===== src/rtl/axi_read_arbiter.sv =====
// Arbitrates three AXI3 read masters (icache=0, dcache=1, uncached=2) onto one shared read port.
// Optional: define AXI_RD_ARB_ROUND_ROBIN_EN for round-robin instead of fixed priority 2 > 1 > 0.
module axi_read_arbiter #(
  parameter int BUS_WIDTH = 4
) (
  input  logic                   aclk,
  input  logic                   reset,
  input  logic [2:0]             m_arvalid,
  output logic [2:0]             m_arready,
  input  logic [3*BUS_WIDTH-1:0] m_arid,
  input  logic [95:0]            m_araddr,
  input  logic [11:0]            m_arlen,
  input  logic [8:0]             m_arsize,
  input  logic [5:0]             m_arburst,
  output logic [BUS_WIDTH-1:0]   m_rid,
  output logic [31:0]            m_rdata,
  output logic [1:0]             m_rresp,
  output logic                   m_rlast,
  output logic [2:0]             m_rvalid,
  input  logic [2:0]             m_rready,
  output logic [BUS_WIDTH-1:0]   s_arid,
  output logic [31:0]            s_araddr,
  output logic [3:0]             s_arlen,
  output logic [2:0]             s_arsize,
  output logic [1:0]             s_arburst,
  output logic                   s_arvalid,
  input  logic                   s_arready,
  input  logic [BUS_WIDTH-1:0]   s_rid,
  input  logic [31:0]            s_rdata,
  input  logic [1:0]             s_rresp,
  input  logic                   s_rlast,
  input  logic                   s_rvalid,
  output logic                   s_rready,
  output logic [2:0]             grant
);

  typedef enum logic [1:0] {IDLE, ADDR, DATA} state_e;

  state_e               state_q, state_d;
  logic [2:0]           grant_q, grant_d;
  logic                 s_arvalid_q, s_arvalid_d;
  logic [BUS_WIDTH-1:0] s_arid_q, s_arid_d;
  logic [31:0]          s_araddr_q, s_araddr_d;
  logic [3:0]           s_arlen_q, s_arlen_d;
  logic [2:0]           s_arsize_q, s_arsize_d;
  logic [1:0]           s_arburst_q, s_arburst_d;

  logic [1:0] win_idx;
  logic [1:0] gnt_idx;

`ifdef AXI_RD_ARB_ROUND_ROBIN_EN
  logic [1:0] last_grant_q, last_grant_d;
  logic [1:0] ord0, ord1, ord2;

  // Search order starts just after the previous winner and wraps 2 -> 0.
  always_comb begin
    case (last_grant_q)
      2'd0:    begin ord0 = 2'd1; ord1 = 2'd2; ord2 = 2'd0; end
      2'd1:    begin ord0 = 2'd2; ord1 = 2'd0; ord2 = 2'd1; end
      default: begin ord0 = 2'd0; ord1 = 2'd1; ord2 = 2'd2; end
    endcase
    if (m_arvalid[ord0])      win_idx = ord0;
    else if (m_arvalid[ord1]) win_idx = ord1;
    else                      win_idx = ord2;
  end
`else
  always_comb begin
    if (m_arvalid[2])      win_idx = 2'd2;
    else if (m_arvalid[1]) win_idx = 2'd1;
    else                   win_idx = 2'd0;
  end
`endif

  assign gnt_idx = grant_q[2] ? 2'd2 : (grant_q[1] ? 2'd1 : 2'd0);

  always_comb begin
    // NOTE: every variable gets a default first so no path leaves it unassigned (no latch).
    state_d     = state_q;
    grant_d     = grant_q;
    s_arvalid_d = s_arvalid_q;
    s_arid_d    = s_arid_q;
    s_araddr_d  = s_araddr_q;
    s_arlen_d   = s_arlen_q;
    s_arsize_d  = s_arsize_q;
    s_arburst_d = s_arburst_q;
`ifdef AXI_RD_ARB_ROUND_ROBIN_EN
    last_grant_d = last_grant_q;
`endif
    m_arready   = 3'b000;
    m_rvalid    = 3'b000;
    s_rready    = 1'b0;

    case (state_q)
      IDLE: begin
        // The AR handshake with the master happens here; the slave sees it a cycle later.
        if ((|m_arvalid) && !reset) begin
          m_arready   = 3'b001 << win_idx;
          grant_d     = 3'b001 << win_idx;
          s_arid_d    = m_arid[int'(win_idx)*BUS_WIDTH +: BUS_WIDTH];
          s_araddr_d  = m_araddr[int'(win_idx)*32 +: 32];
          s_arlen_d   = m_arlen[int'(win_idx)*4 +: 4];
          s_arsize_d  = m_arsize[int'(win_idx)*3 +: 3];
          s_arburst_d = m_arburst[int'(win_idx)*2 +: 2];
          s_arvalid_d = 1'b1;
          state_d     = ADDR;
`ifdef AXI_RD_ARB_ROUND_ROBIN_EN
          last_grant_d = win_idx;
`endif
        end
      end
      ADDR: begin
        if (s_arready) begin
          s_arvalid_d = 1'b0;
          state_d     = DATA;
        end
      end
      DATA: begin
        m_rvalid[gnt_idx] = s_rvalid;
        s_rready          = m_rready[gnt_idx];
        if (s_rvalid && m_rready[gnt_idx] && s_rlast) begin
          grant_d = 3'b000;
          state_d = IDLE;
        end
      end
      default: state_d = IDLE;
    endcase
  end

  always_ff @(posedge aclk) begin
    // NOTE: state registers use non-blocking assignments so all flops update from pre-edge values.
    if (reset) begin
      state_q     <= IDLE;
      grant_q     <= 3'b000;
      s_arvalid_q <= 1'b0;
      s_arid_q    <= '0;
      s_araddr_q  <= '0;
      s_arlen_q   <= '0;
      s_arsize_q  <= '0;
      s_arburst_q <= '0;
`ifdef AXI_RD_ARB_ROUND_ROBIN_EN
      last_grant_q <= 2'd0;
`endif
    end else begin
      state_q     <= state_d;
      grant_q     <= grant_d;
      s_arvalid_q <= s_arvalid_d;
      s_arid_q    <= s_arid_d;
      s_araddr_q  <= s_araddr_d;
      s_arlen_q   <= s_arlen_d;
      s_arsize_q  <= s_arsize_d;
      s_arburst_q <= s_arburst_d;
`ifdef AXI_RD_ARB_ROUND_ROBIN_EN
      last_grant_q <= last_grant_d;
`endif
    end
  end

  assign grant     = grant_q;
  assign s_arvalid = s_arvalid_q;
  assign s_arid    = s_arid_q;
  assign s_araddr  = s_araddr_q;
  assign s_arlen   = s_arlen_q;
  assign s_arsize  = s_arsize_q;
  assign s_arburst = s_arburst_q;

  assign m_rid   = s_rid;
  assign m_rdata = s_rdata;
  assign m_rresp = s_rresp;
  assign m_rlast = s_rlast;

endmodule


===== config.mk =====
export PLATFORM = sky130hd
export DESIGN_NAME = axi_read_arbiter
export DESIGN_NICKNAME = d
export VERILOG_FILES = /design/src/rtl/axi_read_arbiter.sv
export SDC_FILE = /design/constraint.sdc
export NUM_CORES = 1
export LEC_CHECK = 0
export BUFFER_PORTS_ARGS = -buffer_cell sky130_fd_sc_hd__buf_2
export CORE_MARGIN = 10
export CORE_UTILIZATION = 34
export DETAILED_ROUTE_END_ITERATION = 6
export PLACE_DENSITY = 0.78
export SLEW_MARGIN = 20
export SYNTH_ARGS = -nofsm -noshare
export SYNTH_HDL_FRONTEND = slang
export SYNTH_SLANG_ARGS = --single-unit

===== constraint.sdc =====
create_clock -name aclk -period 1.6 [get_ports aclk]
set_clock_uncertainty 0.2 [all_clocks]
set_input_delay 0.16 -clock aclk [delete_from_list [all_inputs] [get_ports aclk]]
set_output_delay 0.16 -clock aclk [all_outputs]
set_load 0.03 [all_outputs]

==> run_results.csv <==
group,metric,value,unit
synth,syn-num-nets,524,
synth,ys_top_cells_by_area,"dfxtp_1 34%, mux2i_1 15%, a22o_1 13%, buf_4 11%, o21ai_0 7.5%",
die,start_util,0.347,
synth,synth.largest_area_cell,"dfxtp_1",
synth,synthArstFlopShare,0,
cts,clk_latency,300,ps
drt,viasPerCell,5.08,
drt,drtIter0Drc,250,
timing,slew_headroom,0.635,
layout,fillCellCount,757,
synth,yosys.area.top_type_share,0.339,
die,ios,279,
timing,slew_viol_final,0,
synth,synth_edf_count,0,
timing,whs,13.9,ps
placed_design,post_dp_cell_area,0.00396,mm^2
pwr,seq_power_share,0.403,
global_route,grt_pass1_vias,3539,
synth,synth_flop_cell,"dfxtp_1",
global_route,grt_max_degree,75,
hold_path,hold_path_class,"primary input to flop",
placed_design,dp_cells,602,
global_route,antenna_found_initial,1,
cts,clock_path_buffers,2,
timing,min_period_over_period,1.06,
synth,synthTopCellsByCount,"51 x dfxtp_1, 47 x nand2_1, 46 x mux2i_1",
cts,clkTransAtPathRegs,100,ps
run,drv_cap,0,
cts,cts_sinks,51,
placed_design,dp_hpwl,8310,um
timing,fin_crit,1700,ps
placed_design,io_buffers,202,
synth,synth_cell_type_count,28,
drt,drc,0,
layout,n_antenna_cell,0,
timing,rsz0062_at_grt,"yes",
drt,final_antenna_net_count,0,
timing,fmax,0.588,GHz
synth,netlist_instances,340,
setup_path,crit_arrival,1340,ps
pwr,pwr-share-clk,0.252,
layout,fin_area,0.00462,mm^2
synth,syn_area,0.00301,mm^2
die,fp.coreArea,0.00868,mm^2
global_route,gr-usage-all-layers,0.164,
setup_path,worst_ep_required_time,1240,ps
timing,worstMarginPinSlew,534,ps
synth,synth.ff_latch_count,51,
synth,yosys_warnings,0,
cts,cts_tree,"done",
drt,vias,3348,
setup_path,endpoint_kind,"output port",
setup_path,r2r_cells,5,
layout,fin_cells,659,
placed_design,gp_congestion,0.809,
pwr,pwr-share-comb,0.345,
setup_path,path_max_fanout,3,
pwr,power_density,789,mW/mm^2
pwr,ir_drop,0.359,mV
timing,layout_setup_ws,-101,ps
timing,setup_viol_count_final,5,
drt,drtPass1Iterations,4,
setup_path,crit_path_start_kind,"flop",
pwr,switchingPower,1.21,mW
global_route,grt_overflow,0,
synth,yosysMostFrequentCell,"dfxtp_1",
global_route,grt_pass1_wl,17800,um
pwr,sw_frac_of_total,0.331,
cts,h-tree-depth,2,
pwr,p_leak,2.35,nW
cts,root_buffer,"clkbuf_8",
setup_path,critical_path_class,"flop to output port",
layout,syn2layout_area_growth,53.4,%
drt,routed_wl,11500,um
hold_path,hold_depth,4,
outcome,failed_checks,"setup timing",
die,die_h,114,um
layout,drive_above_1_share,0.459,
synth,ys_seq_area_frac,0.339,
timing,hold_viol_final,0,
die,num_rows,34,
drt,wl_per_cell,17.4,um
outcome,status,"finished with violations",
synth,avgSynthCellArea,8.85,um^2
die,die-width,114,um
layout,nNetsFinal,734,
pwr,internal-power,2.44,mW
die,die-area,0.0130,mm^2
cts,cts_buffers,5,
## layout by cell type, fill, tap and decap left out, types with 2 or more instances in the layout
cell type | Yosys | routed
buf_4 | 44 | 20
buf_6 | 5 | 4
dfxtp_4 | 0 | 2
and2_4 | 0 | 3
a22o_1 | 45 | 45
dfxtp_1 | 51 | 47
clkbuf_8 | 0 | 5
dlygate4sd3_1 | 0 | 44
inv_2 | 1 | 2
buf_12 | 0 | 7
dfxtp_2 | 0 | 2
nor2_1 | 3 | 3
o21ai_0 | 45 | 45
nand2_1 | 47 | 47
a211oi_1 | 6 | 6
a21oi_1 | 5 | 5
mux2i_1 | 46 | 45
buf_2 | 5 | 195
a2111oi_0 | 5 | 3
## critical path, cell delays in order (launching register included)
cell and delay (ps):
dfxtp_2 340, mux2i_2 180, a2111oi_4 310, buf_4 220
## cell families after synthesis
logic type | count (synthesis) | synth area share
compound gates | 108 | 0.252
mux | 46 | 0.153
flops | 51 | 0.339
simple gates | 65 | 0.0993
buf+inv | 70 | 0.157
## what timing repair did
| item | 4_1_cts | 5_1_grt |
|---|---|---|
| hold buffers | 44 | 0 |
| endpoints found under the hold margin | 48 | 0 |
| setup endpoints to repair | 8 | 11 |
| buffers inserted | 3 | 2 |
| pin swaps | 3 | 5 |
| gates resized for setup | 23 | 3 |
## routing by layer
layer  routed length, um  track usage  up-vias
met5                  13            0        -
met2                5590        0.286      182
met3                1350       0.0729       30
met4                 225       0.0493        2
li1                    -            -     1606
met1                4310        0.173     1528
## final timing paths
check,slack (ps),start,end
max,-100,grant[1],s_rready
min,10,m_arsize[8],s_arsize[2]
max reg2reg,80,state_q[1],s_araddr[7]
min reg2reg,280,s_arburst[0],s_arburst[0]
## final cells by class
type	instances	area, um^2	area share
Timing Repair Buffer	270	1750	0.379
Multi-Input combinational cell	219	1570	0.341
Sequential cell	51	1030	0.223
Tap cell	108	135	0.0293
Clock buffer	5	68.8	0.0149
Clock inverter	3	46.3	0.0100
Inverter	3	11.3	0.00244
## power groups by stage
stage	Combinational (mW)	Clock (mW)	Sequential (mW)
after floorplan	0.630	0	1.72
after global placement	1.10	0	1.49
after detailed placement	1.13	0	1.49
after CTS	1.24	0.951	1.47
after global routing	1.36	1.00	1.48
final	1.26	0.918	1.47
## flip-flops by register name, summed over array words and instances (netlist names)
signal / cells
s_arid: 4
grant: 3
s_arlen: 4
state_q: 2
s_arburst: 2
s_arvalid: 1
s_araddr: 32
s_arsize: 3
## stage by stage
stage                     setup TNS [ps]  worst slack, ps  total power [mW]  utilization
after floorplan                     -251             -131              2.36            -
after global placement              -313            -16.1              2.60        0.456
after detailed placement            -776            -41.7              2.63        0.456
after CTS                           -307             -106              3.66        0.530
after global routing                -627             -144              3.85        0.532
final                               -242             -101              3.64        0.532
Note: power is estimated with default switching activity, not from simulation.
